--- src/rtl/uart_rx_timing_counter_pkg.sv ---
// Shared types and constants for the UART receive timing counter.
package uart_rx_pkg;

    localparam int MIN_PRESCALE        = 4;
    localparam int PRESCALE_W_DEFAULT  = 6;
    localparam int BIT_CNT_W_DEFAULT   = 4;

    typedef enum logic {
        IDLE  = 1'b0,
        COUNT = 1'b1
    } state_t;

endpackage

--- src/rtl/uart_rx_sample_decode.sv ---
// Combinational decode of the mid-bit sample strobes and bit/frame done pulses
// from the current counter position and the effective configuration.
module uart_rx_sample_decode #(
    parameter int PRESCALE_W = 6,
    parameter int BIT_CNT_W  = 4
) (
    input  logic                  enable,
    input  logic                  cfg_ok,
    input  logic                  cfg_err,
    input  logic [PRESCALE_W-1:0] edge_cnt,
    input  logic [BIT_CNT_W-1:0]  bit_cnt,
    input  logic [PRESCALE_W-1:0] eff_pre,
    input  logic [BIT_CNT_W-1:0]  eff_fb,
    output logic [2:0]            sample_stb,
    output logic                  bit_done,
    output logic                  frame_done
);

    logic [PRESCALE_W-1:0] mid;
    logic [PRESCALE_W-1:0] last_edge;
    logic [BIT_CNT_W-1:0]  last_bit;
    logic                  active;

    assign mid       = eff_pre >> 1;
    assign last_edge = eff_pre - PRESCALE_W'(1);
    assign last_bit  = eff_fb - BIT_CNT_W'(1);

    // An illegal live config in IDLE would otherwise alias onto edge 0 and
    // produce spurious strobes before cfg_err has had a cycle to register.
    assign active = enable & cfg_ok & ~cfg_err;

    assign sample_stb[0] = active && (edge_cnt == mid - PRESCALE_W'(1));
    assign sample_stb[1] = active && (edge_cnt == mid);
    assign sample_stb[2] = active && (edge_cnt == mid + PRESCALE_W'(1));

    assign bit_done   = active && (edge_cnt == last_edge);
    assign frame_done = bit_done && (bit_cnt == last_bit);

endmodule

--- src/rtl/uart_rx_timing_counter.sv ---
// Oversampling edge/bit counter for the UART receiver: tracks position within
// the bit and frame, and latches prescale/frame length once per frame.
module uart_rx_timing_counter
    import uart_rx_pkg::*;
#(
    parameter int PRESCALE_W = PRESCALE_W_DEFAULT,
    parameter int BIT_CNT_W  = BIT_CNT_W_DEFAULT
) (
    input  logic                  CLK,
    input  logic                  RST,
    input  logic                  enable,
    input  logic [PRESCALE_W-1:0] prescale,
    input  logic [BIT_CNT_W-1:0]  frame_bits,
    output logic [PRESCALE_W-1:0] edge_cnt,
    output logic [BIT_CNT_W-1:0]  bit_cnt,
    output logic [2:0]            sample_stb,
    output logic                  bit_done,
    output logic                  frame_done,
    output logic                  cfg_err
);

    state_t                state, state_n;
    logic [PRESCALE_W-1:0] edge_n;
    logic [BIT_CNT_W-1:0]  bit_n;
    logic                  err_n;
    logic [PRESCALE_W-1:0] lat_pre, lat_pre_n;
    logic [BIT_CNT_W-1:0]  lat_fb, lat_fb_n;

    logic [PRESCALE_W-1:0] eff_pre;
    logic [BIT_CNT_W-1:0]  eff_fb;
    logic                  eff_ok;
    logic                  live_ok;
    logic                  last_edge;
    logic                  last_bit;

    // Config is only sampled while idle or at a frame boundary.
    assign eff_pre = (state == IDLE) ? prescale   : lat_pre;
    assign eff_fb  = (state == IDLE) ? frame_bits : lat_fb;

    assign live_ok   = (prescale >= PRESCALE_W'(MIN_PRESCALE)) && (frame_bits != '0);
    assign eff_ok    = (eff_pre  >= PRESCALE_W'(MIN_PRESCALE)) && (eff_fb     != '0);
    assign last_edge = (edge_cnt == eff_pre - PRESCALE_W'(1));
    assign last_bit  = (bit_cnt  == eff_fb  - BIT_CNT_W'(1));

    // NOTE: every output is assigned a default first so no path through the
    // case leaves a signal unassigned, which would infer a latch.
    always_comb begin
        state_n   = state;
        edge_n    = edge_cnt;
        bit_n     = bit_cnt;
        err_n     = cfg_err;
        lat_pre_n = lat_pre;
        lat_fb_n  = lat_fb;

        if (!enable) begin
            state_n = IDLE;
            edge_n  = '0;
            bit_n   = '0;
            err_n   = 1'b0;
        end else begin
            case (state)
                IDLE: begin
                    edge_n = '0;
                    bit_n  = '0;
                    if (live_ok) begin
                        // The visible edge_cnt=0 cycle already counted as the first sample.
                        state_n   = COUNT;
                        edge_n    = PRESCALE_W'(1);
                        err_n     = 1'b0;
                        lat_pre_n = prescale;
                        lat_fb_n  = frame_bits;
                    end else begin
                        err_n = 1'b1;
                    end
                end
                COUNT: begin
                    if (!last_edge) begin
                        edge_n = edge_cnt + PRESCALE_W'(1);
                    end else if (!last_bit) begin
                        edge_n = '0;
                        bit_n  = bit_cnt + BIT_CNT_W'(1);
                    end else begin
                        edge_n = '0;
                        bit_n  = '0;
                        if (live_ok) begin
                            lat_pre_n = prescale;
                            lat_fb_n  = frame_bits;
                        end else begin
                            state_n = IDLE;
                            err_n   = 1'b1;
                        end
                    end
                end
                default: begin
                    state_n = IDLE;
                    edge_n  = '0;
                    bit_n   = '0;
                end
            endcase
        end
    end

    // NOTE: sequential state uses non-blocking assignments so every register
    // samples the pre-edge values regardless of statement order.
    always_ff @(posedge CLK) begin
        if (RST) begin
            state    <= IDLE;
            edge_cnt <= '0;
            bit_cnt  <= '0;
            cfg_err  <= 1'b0;
            lat_pre  <= '0;
            lat_fb   <= '0;
        end else begin
            state    <= state_n;
            edge_cnt <= edge_n;
            bit_cnt  <= bit_n;
            cfg_err  <= err_n;
            lat_pre  <= lat_pre_n;
            lat_fb   <= lat_fb_n;
        end
    end

    uart_rx_sample_decode #(
        .PRESCALE_W (PRESCALE_W),
        .BIT_CNT_W  (BIT_CNT_W)
    ) u_decode (
        .enable     (enable),
        .cfg_ok     (eff_ok),
        .cfg_err    (cfg_err),
        .edge_cnt   (edge_cnt),
        .bit_cnt    (bit_cnt),
        .eff_pre    (eff_pre),
        .eff_fb     (eff_fb),
        .sample_stb (sample_stb),
        .bit_done   (bit_done),
        .frame_done (frame_done)
    );

endmodule

--- config.mk ---
export PLATFORM = sky130hd
export DESIGN_NAME = uart_rx_timing_counter
export DESIGN_NICKNAME = d
export VERILOG_FILES = /design/src/rtl/uart_rx_timing_counter_pkg.sv /design/src/rtl/uart_rx_sample_decode.sv /design/src/rtl/uart_rx_timing_counter.sv
export SDC_FILE = /design/constraint.sdc
export NUM_CORES = 1
export LEC_CHECK = 0
export BUFFER_PORTS_ARGS = -buffer_cell sky130_fd_sc_hd__buf_2
export CAP_MARGIN = 20
export CORE_MARGIN = 10
export CORE_UTILIZATION = 25
export CTS_CLUSTER_DIAMETER = 200
export DETAILED_ROUTE_END_ITERATION = 10
export GPL_TIMING_DRIVEN = 0
export PLACE_DENSITY = 0.46
export SETUP_SLACK_MARGIN = 0.2
export SLEW_MARGIN = 20
export SYNTH_ARGS = -nofsm -noshare
export SYNTH_HDL_FRONTEND = slang
export SYNTH_HIERARCHICAL = 1
export SYNTH_SLANG_ARGS = --single-unit
--- constraint.sdc ---
create_clock -name CLK -period 2.6 [get_ports CLK]
set_input_delay 0.26 -clock CLK [delete_from_list [all_inputs] [get_ports CLK]]
set_output_delay 0.26 -clock CLK [all_outputs]
set_load 0.005 [all_outputs]
==> impl_results.html, run 1 <==
<table>
<tr><th>Metric</th><th>Value</th></tr>
<tr><th colspan="2">Run status</th></tr>
<tr><td>Outcome</td><td>finished with violations</td></tr>
<tr><td>Violated checks</td><td>negative setup slack</td></tr>
<tr><th colspan="2">Critical path</th></tr>
<tr><td>Setup crit start kind</td><td>register</td></tr>
<tr><td>Arrival time worst endpoint</td><td>2.45 ns</td></tr>
<tr><td>Slowest cell delay on critical path</td><td>0.55 ns</td></tr>
<tr><td>Cell class contributing the biggest share of worst-path delay</td><td>simple AND/OR/NAND/NOR gates</td></tr>
<tr><td>R2r endpoint</td><td>lat_fb[2]</td></tr>
<tr><td>Setup slack, reg-to-reg</td><td>0.10 ns</td></tr>
<tr><td>Most frequent cell on the critical path</td><td>buf_12</td></tr>
<tr><td>Critical Path Sink Type</td><td>output port</td></tr>
<tr><td>Worst EP required</td><td>2.34 ns</td></tr>
<tr><td>Critical R2R Launch</td><td>state</td></tr>
<tr><td>CP Cell Sequence</td><td>buf_12 &gt; buf_12 &gt; mux2i_4 &gt; inv_2 &gt; inv_4 &gt; ha_4 &gt; a21boi_4 &gt; xnor2_2 &gt; or4_4 &gt; nor3_2 &gt; buf_2</td></tr>
<tr><td>Worst reg-to-reg path cell count</td><td>11</td></tr>
<tr><td>Critical Path Slowest Stage Cell</td><td>or4_4</td></tr>
<tr><td>CP Buf/Inv Count</td><td>5</td></tr>
<tr><td>Crit-path max FO</td><td>7</td></tr>
<tr><td>Class of the most critical setup path</td><td>reg -&gt; out</td></tr>
<tr><td>Logic depth of the worst path, buffers included</td><td>11</td></tr>
<tr><th colspan="2">Synth</th></tr>
<tr><td>Fraction of registers with async set/reset</td><td>0%</td></tr>
<tr><td>Sequential share of the synthesized area</td><td>21.0%</td></tr>
<tr><td>Gate Count Post-Synth</td><td>236</td></tr>
<tr><td>Post-Synth Adder-Cell Area</td><td>6.45%</td></tr>
<tr><td>Share of synthesized cell area in and, or, nand and nor gates</td><td>24.5%</td></tr>
<tr><td>Mean instance size in the synthesized netlist</td><td>8.88 µm²</td></tr>
<tr><td>Count of yosys warnings during synthesis</td><td>6</td></tr>
<tr><td>Syn Nets</td><td>259</td></tr>
<tr><td>Portion of netlist area occupied by mux cells</td><td>11.1%</td></tr>
<tr><td>Leading register cell type out of synthesis</td><td>dfxtp_1</td></tr>
<tr><td>Xor-xnor portion of the synthesized cell area</td><td>22.0%</td></tr>
<tr><td>Synth Area in Compound Gates</td><td>7.95%</td></tr>
<tr><td>Main combinational cell family by area after synthesis</td><td>simple AND/OR/NAND/NOR gates</td></tr>
<tr><td>Count of flip-flops with a built-in enable after synthesis</td><td>0</td></tr>
<tr><td>Number of library cell types mapped by synthesis</td><td>59</td></tr>
<tr><td>Total standard cell area after synthesis</td><td>0.00209 mm²</td></tr>
<tr><td>Seq cells post-synth</td><td>22</td></tr>
<tr><th colspan="2">Finish</th></tr>
<tr><td>Commonest non-fill, non-tap cells in the layout</td><td>buf_2, nand2b_1, xnor2_1</td></tr>
<tr><td>Share of post-route cells with drive strength above 1</td><td>34.8%</td></tr>
<tr><td>Non-Filler Cell Area, Final</td><td>0.00273 mm²</td></tr>
<tr><td>Final nets</td><td>307</td></tr>
<tr><td>Commonest non-fill, non-tap cell in the layout</td><td>buf_2</td></tr>
<tr><td>Layout Cells excl Fill</td><td>387</td></tr>
<tr><td>Ant diodes</td><td>0</td></tr>
<tr><td>Area grow syn2layout</td><td>30.1%</td></tr>
<tr><th colspan="2">Worst hold path</th></tr>
<tr><td>Hold path startpoint</td><td>frame_bits[3]</td></tr>
<tr><td>Worst Hold Class</td><td>in -&gt; reg</td></tr>
<tr><td>Cell depth of the worst min-delay path</td><td>3</td></tr>
<tr><td>End point of the most critical hold path</td><td>lat_fb[3]</td></tr>
<tr><th colspan="2">Die</th></tr>
<tr><td>Core region area</td><td>0.00818 mm²</td></tr>
<tr><td>I/O pins</td><td>29</td></tr>
<tr><td>Initial cell density of the core</td><td>25.6%</td></tr>
<tr><td>Die width</td><td>112 µm</td></tr>
<tr><td>Standard-cell row count</td><td>33</td></tr>
<tr><td>Die Height</td><td>112 µm</td></tr>
<tr><td>Area of the die</td><td>0.0124 mm²</td></tr>
<tr><th colspan="2">Clock tree</th></tr>
<tr><td>Clock Tree Root</td><td>clkbuf_8</td></tr>
<tr><td>Clock latency on the worst-skew pair</td><td>0.26 ns</td></tr>
<tr><td>Maximum buffer depth of the clock tree</td><td>2</td></tr>
<tr><td>H-tree levels</td><td>1</td></tr>
<tr><td>CTS tree</td><td>yes</td></tr>
<tr><td>TritonCTS buffer count</td><td>3</td></tr>
<tr><td>Clock sink count</td><td>22</td></tr>
<tr><td>Clock-pin transition on the worst setup and hold timing paths</td><td>0.08 ns</td></tr>
<tr><td>Post-CTS Hold Fix Bufs</td><td>0</td></tr>
<tr><th colspan="2">STA</th></tr>
<tr><td>Final count of hold timing violations</td><td>0</td></tr>
<tr><td>Post-layout min period</td><td>2.71 ns</td></tr>
<tr><td>Final count of pins violating max slew</td><td>0</td></tr>
<tr><td>Setup clock skew after layout</td><td>0.00123 ns</td></tr>
<tr><td>Min setup slack post-route</td><td>-0.113 ns</td></tr>
<tr><td>Final setup violation count</td><td>4</td></tr>
<tr><td>Final Cycle Share</td><td>104%</td></tr>
<tr><td>RSZ-0062 raised after global routing</td><td>true</td></tr>
<tr><td>Maximum clock frequency</td><td>0.369 GHz</td></tr>
<tr><td>Max_slew headroom</td><td>44.8%</td></tr>
<tr><td>Worst slew pin tran</td><td>0.818 ns</td></tr>
<tr><th colspan="2">Power</th></tr>
<tr><td>P per Cell Area</td><td>375 mW/mm²</td></tr>
<tr><td>IR Drop Worst-Case VDD</td><td>0.196 mV</td></tr>
<tr><td>Post-layout power</td><td>1.02 mW</td></tr>
<tr><td>Static Leakage</td><td>1.13 nW</td></tr>
<tr><th colspan="2">Route</th></tr>
<tr><td>Top routing layer in use</td><td>met4</td></tr>
<tr><td>Via count normalized by instance count</td><td>4.62</td></tr>
<tr><td>DRT antenna net count</td><td>0</td></tr>
<tr><td>Number of vias in the routed layout</td><td>1789</td></tr>
<tr><td>Iter 0 DRT Violations</td><td>46</td></tr>
<tr><td>Met2 wire len</td><td>2590 µm</td></tr>
<tr><td>Drt pass-1 iters</td><td>4</td></tr>
<tr><td>Routed length per instance</td><td>14.2 µm</td></tr>
<tr><td>Total Wirelength</td><td>5490 µm</td></tr>
<tr><td>Metal-1 WL</td><td>2600 µm</td></tr>
<tr><td>Total length of routed met3 wires</td><td>262 µm</td></tr>
<tr><td>Total DRC errors in the routed layout</td><td>0</td></tr>
<tr><th colspan="2">Run</th></tr>
<tr><td>Number of violations of the max-capacitance limit</td><td>0</td></tr>
<tr><th colspan="2">Global routing</th></tr>
<tr><td>First-pass GRT wire length</td><td>9530 µm</td></tr>
<tr><td>Number of global-route vias before repair</td><td>1926</td></tr>
<tr><td>Antenna violations before repair</td><td>0</td></tr>
<tr><td>Overflow left after global routing</td><td>0</td></tr>
<tr><td>Maximum number of pins on one net before global-route repair</td><td>12</td></tr>
<tr><td>Overall routing resource usage</td><td>8.88%</td></tr>
<tr><th colspan="2">Placement</th></tr>
<tr><td>Final Wtd Congestion</td><td>0.750</td></tr>
<tr><td>Post-placement cell area</td><td>0.00240 mm²</td></tr>
<tr><td>Number of port buffers</td><td>28</td></tr>
<tr><td>Detailed Place HPWL</td><td>4170 µm</td></tr>
<tr><td>Cell count after placement</td><td>369</td></tr>
<tr><td>Placement-stage worst setup slack</td><td>-0.116 ns</td></tr>
</table>
kinds of logic (layout without fill, tap and decap cells):
| group | Yosys count | in the layout |
|---|---|---|
| adders and majority gates | 11 | 11 |
| and+or+nand+nor | 85 | 85 |
| buffers and inverters | 27 | 73 |
| AOI/OAI and AO/OA | 22 | 22 |
| xor gates and xnor gates | 48 | 48 |
| DFF | 22 | 22 |
| muxes | 21 | 21 |
routing by layer:
metal / global-route usage, % / vias up
met1: 11.0 / 853
met5: 0 / -
met3: 2.15 / 4
met2: 15.2 / 30
li1: - / 902
met4: 1.97 / 0
metrics by stage:
step	setup TNS, ns	hold slack, ns	util, %
4_1_cts	-0.338	0.273	32.4
3_5_place_dp	-0.726	0.473	29.4
5_1_grt	-2.56	0.277	33.3
6_report	-0.301	0.278	33.3
2_1_floorplan	0	0.415	-
3_3_place_gp	-0.632	0.465	29.4
synthesized netlist by cell type (2+ instances only):
master	number	area (µm²)
a21oi_1	4	20.0
and3_1	3	18.8
and4_1	2	17.5
buf_6	4	45.0
clkbuf_1	2	7.51
dfxtp_1	22	440
ha_1	10	125
inv_1	17	63.8
mux2i_1	18	180
nand2_1	6	22.5
nand2b_1	24	150
nand3_1	6	30.0
nand3b_1	2	15.0
nor2_1	14	52.6
nor3_1	5	25.0
nor3b_1	5	37.5
nor3b_2	2	25.0
nor4_1	2	12.5
nor4b_1	2	17.5
o21ai_0	3	15.0
or3_1	2	12.5
xnor2_1	26	228
xor2_1	19	166
sequential cells by signal, summed over array words and instances, names as in the netlist:
register and count:
lat_fb 4, edge_cnt 6, state 1, lat_pre 6, bit_cnt 4, cfg_err 1
worst max-delay path by stage:
stage | from | end | slack [ns]
after floorplan | state | frame_done | 0.21
after global placement | state | frame_done | -0.10
after detailed placement | state | frame_done | -0.12
after CTS | state | frame_done | -0.11
after global routing | state | frame_done | -0.25
final | state | frame_done | -0.11
final cells by class:
cell class / instances / area, µm²
fill: 876 / 5450
multi-input combinational: 187 / 1690
sequential: 22 / 444
timing repair buffer: 43 / 253
tap: 105 / 131
buffer: 9 / 97.6
inverter: 18 / 70.1
clock buffer: 3 / 41.3
worst reg2reg max path, cell delays in order, from the launching register on:
cell and delay, ns:
dfxtp_4 0.37, buf_12 0.13, mux2i_2 0.32, ha_1 0.22, xor2_1 0.18, xnor2_1 0.09
nor3_1 0.23, and2_1 0.15, buf_2 0.18, a32o_2 0.19, buf_6 0.17, mux2i_1 0.20
where the power goes:
group	total, mW	switching (mW)	internal [mW]	leakage (nW)
combinational	0.435	0.210	0.225	0.930
clock	0.221	0.117	0.104	0.0216
sequential	0.367	0.0161	0.350	0.180
total	1.02	0.344	0.679	1.13
what timing repair did:
action,CTS,global route
buffers inserted,14,1
setup endpoints to repair,23,27
resized for setup,24,11
endpoints found under the hold margin,0,0
pin swaps,7,2
Power figures use the tool's default switching activity.
==> inputs of run 2 (changes only) <==
--- a/config.mk
+++ b/config.mk
@@ -12,7 +12,7 @@
 export CTS_CLUSTER_DIAMETER = 200
 export DETAILED_ROUTE_END_ITERATION = 10
 export GPL_TIMING_DRIVEN = 0
-export PLACE_DENSITY = 0.46
+export PLACE_DENSITY = 0.44
 export SETUP_SLACK_MARGIN = 0.2
 export SLEW_MARGIN = 20
 export SYNTH_ARGS = -nofsm -noshare
==> constraint.sdc (replaced) <==
create_clock -name CLK -period 3.1 [get_ports CLK]
set_input_delay 0.31 -clock CLK [delete_from_list [all_inputs] [get_ports CLK]]
set_output_delay 0.31 -clock CLK [all_outputs]
set_load 0.005 [all_outputs]
==> impl_results.html, run 2 (same netlist as run 1, synthesis figures left out) <==
<table>
<tr><th>Metric</th><th>Value</th></tr>
<tr><th colspan="2">Critical path</th></tr>
<tr><td>Critical Path Slowest Stage Cell</td><td>or4_4</td></tr>
<tr><td>Worst reg-to-reg path cell count</td><td>12</td></tr>
<tr><td>Critical Path Sink Type</td><td>output port</td></tr>
<tr><td>Setup crit start kind</td><td>register</td></tr>
<tr><td>Slowest cell delay on critical path</td><td>0.56 ns</td></tr>
<tr><td>Arrival time worst endpoint</td><td>2.52 ns</td></tr>
<tr><td>Class of the most critical setup path</td><td>reg -&gt; out</td></tr>
<tr><td>Worst EP required</td><td>2.79 ns</td></tr>
<tr><td>Crit-path max FO</td><td>8</td></tr>
<tr><td>CP Cell Sequence</td><td>buf_8 &gt; mux2i_4 &gt; inv_2 &gt; buf_8 &gt; inv_2 &gt; ha_2 &gt; a21boi_4 &gt; xnor2_1 &gt; or4_4 &gt; nor3_4 &gt; buf_2</td></tr>
<tr><th colspan="2">STA</th></tr>
<tr><td>RSZ-0062 raised after global routing</td><td>true</td></tr>
<tr><td>Setup clock skew after layout</td><td>0.0117 ns</td></tr>
<tr><td>Worst-case hold slack</td><td>0.318 ns</td></tr>
<tr><td>Sum Neg Setup Slack</td><td>0 ns</td></tr>
<tr><td>Final count of hold timing violations</td><td>0</td></tr>
<tr><td>Worst slew pin tran</td><td>0.924 ns</td></tr>
<tr><td>Final setup violation count</td><td>0</td></tr>
<tr><td>Post-layout min period</td><td>2.83 ns</td></tr>
<tr><td>Max_slew headroom</td><td>37.6%</td></tr>
<tr><td>Min setup slack post-route</td><td>0.273 ns</td></tr>
<tr><td>Maximum clock frequency</td><td>0.354 GHz</td></tr>
<tr><td>Final count of pins violating max slew</td><td>0</td></tr>
<tr><td>Final Cycle Share</td><td>91.2%</td></tr>
<tr><th colspan="2">Placement</th></tr>
<tr><td>Placement-stage worst setup slack</td><td>0.0597 ns</td></tr>
<tr><td>Detailed Place HPWL</td><td>4090 µm</td></tr>
<tr><td>Cell count after placement</td><td>369</td></tr>
<tr><td>Number of port buffers</td><td>28</td></tr>
<tr><td>Final Wtd Congestion</td><td>0.733</td></tr>
<tr><th colspan="2">Die</th></tr>
<tr><td>Standard-cell row count</td><td>33</td></tr>
<tr><td>Initial cell density of the core</td><td>25.6%</td></tr>
<tr><td>Core region area</td><td>0.00818 mm²</td></tr>
<tr><td>Area of the die</td><td>0.0124 mm²</td></tr>
<tr><td>Die width</td><td>112 µm</td></tr>
<tr><td>I/O pins</td><td>29</td></tr>
<tr><td>Die Height</td><td>112 µm</td></tr>
<tr><th colspan="2">Clock tree</th></tr>
<tr><td>Clock latency on the worst-skew pair</td><td>0.27 ns</td></tr>
<tr><td>H-tree levels</td><td>1</td></tr>
<tr><td>Clock-pin transition on the worst setup and hold timing paths</td><td>0.09 ns</td></tr>
<tr><td>Maximum buffer depth of the clock tree</td><td>2</td></tr>
<tr><td>Post-CTS Hold Fix Bufs</td><td>0</td></tr>
<tr><td>Clock sink count</td><td>22</td></tr>
<tr><td>TritonCTS buffer count</td><td>3</td></tr>
<tr><td>Clock Tree Root</td><td>clkbuf_8</td></tr>
<tr><td>CTS tree</td><td>yes</td></tr>
<tr><th colspan="2">Global routing</th></tr>
<tr><td>Global-route track usage on met3</td><td>1.77%</td></tr>
<tr><td>First-pass GRT wire length</td><td>8740 µm</td></tr>
<tr><td>Maximum number of pins on one net before global-route repair</td><td>13</td></tr>
<tr><td>Most Crowded Layer GR</td><td>met2</td></tr>
<tr><td>Antenna violations before repair</td><td>0</td></tr>
<tr><td>Number of global-route vias before repair</td><td>1782</td></tr>
<tr><td>Overflow left after global routing</td><td>0</td></tr>
<tr><td>Met2 track demand over resource</td><td>13.4%</td></tr>
<tr><td>Met1 Use GR</td><td>10.7%</td></tr>
<tr><td>Overall routing resource usage</td><td>8.22%</td></tr>
<tr><th colspan="2">Power</th></tr>
<tr><td>IR Drop Worst-Case VDD</td><td>0.141 mV</td></tr>
<tr><td>P per Cell Area</td><td>326 mW/mm²</td></tr>
<tr><td>Static Leakage</td><td>1.12 nW</td></tr>
<tr><th colspan="2">Worst hold path</th></tr>
<tr><td>Cell depth of the worst min-delay path</td><td>3</td></tr>
<tr><td>Worst Hold Class</td><td>in -&gt; reg</td></tr>
<tr><th colspan="2">Finish</th></tr>
<tr><td>Final nets</td><td>307</td></tr>
<tr><td>Commonest non-fill, non-tap cell in the layout</td><td>buf_2</td></tr>
<tr><td>Share of post-route cells with drive strength above 1</td><td>31.4%</td></tr>
<tr><td>Commonest non-fill, non-tap cells in the layout</td><td>buf_2, xnor2_1, nand2b_1</td></tr>
<tr><td>Ant diodes</td><td>0</td></tr>
<tr><td>Area grow syn2layout</td><td>26.9%</td></tr>
<tr><td>Layout Cells excl Fill</td><td>388</td></tr>
<tr><td>Largest registers in the final layout</td><td>edge_cnt: 6 flops, lat_pre: 6 flops</td></tr>
<tr><td>Fin util</td><td>32.5%</td></tr>
<tr><td>Layout filler cell count</td><td>896</td></tr>
<tr><th colspan="2">Run status</th></tr>
<tr><td>Outcome</td><td>completed</td></tr>
<tr><th colspan="2">Route</th></tr>
<tr><td>Iter 0 DRT Violations</td><td>62</td></tr>
<tr><td>Total DRC errors in the routed layout</td><td>0</td></tr>
<tr><td>Routed length per instance</td><td>13.8 µm</td></tr>
<tr><td>DRT antenna net count</td><td>0</td></tr>
<tr><td>Total Wirelength</td><td>5350 µm</td></tr>
<tr><td>Via count normalized by instance count</td><td>4.47</td></tr>
<tr><td>Drt pass-1 iters</td><td>5</td></tr>
<tr><td>Number of vias in the routed layout</td><td>1735</td></tr>
<tr><th colspan="2">Run</th></tr>
<tr><td>Number of violations of the max-capacitance limit</td><td>0</td></tr>
</table>
-- run 2: layout make-up --
| cell class | count | area, µm² | share of cell area [%] |
|---|---|---|---|
| plain buffers | 9 | 87.6 | 3.29 |
| clock buffers | 4 | 55.1 | 2.07 |
| inverters | 18 | 70.1 | 2.64 |
| multi-input cells | 187 | 1620 | 60.8 |
| flip-flops and latches | 22 | 444 | 16.7 |
| well taps | 105 | 131 | 4.94 |
| repair buffers | 43 | 253 | 9.51 |
-- run 2: per-stage QoR --
step / power [mW] / area (µm²)
2_1_floorplan: 0.541 / 2090
3_3_place_gp: 0.602 / 2370
3_5_place_dp: 0.603 / 2370
4_1_cts: 0.850 / 2550
5_1_grt: 0.923 / 2660
6_report: 0.866 / 2660
-- run 2: critical path: cells and delay by family, from the launching register on --
kind            cells  cell delay (ns)
fa+ha+maj           1             0.20
simple gates        2             0.69
buf+inv             5             0.56
flops               1             0.36
mux                 1             0.24
compound gates      1             0.06
xor+xnor            1             0.13
-- run 2: power breakdown --
group	switching [mW]	total (mW)	internal [mW]
clock	0.102	0.215	0.113
sequential	0.0132	0.307	0.294
combinational	0.168	0.344	0.176
total	0.283	0.866	0.583
-- run 2: repair_timing --
| action | in CTS | in global routing |
|---|---|---|
| gates resized for setup | 15 | 14 |
| pin swaps | 2 | 2 |
| setup buffers | 10 | 5 |
| endpoints found under the setup margin | 4 | 4 |
-- run 2: final timing paths --
kind | slack (ns) | end | from
max | 0.27 | frame_done | state
min | 0.32 | lat_fb[3] | frame_bits[3]
max reg2reg | 0.53 | lat_fb[3] | state
min reg2reg | 0.48 | lat_pre[5] | lat_pre[5]
-- run 2: per-layer routing --
metal | vias to the layer above | routed length (µm)
li1 | 896 | -
met1 | 810 | 2750
met2 | 25 | 2370
met3 | 4 | 189
met4 | 0 | 36
met5 | - | 0
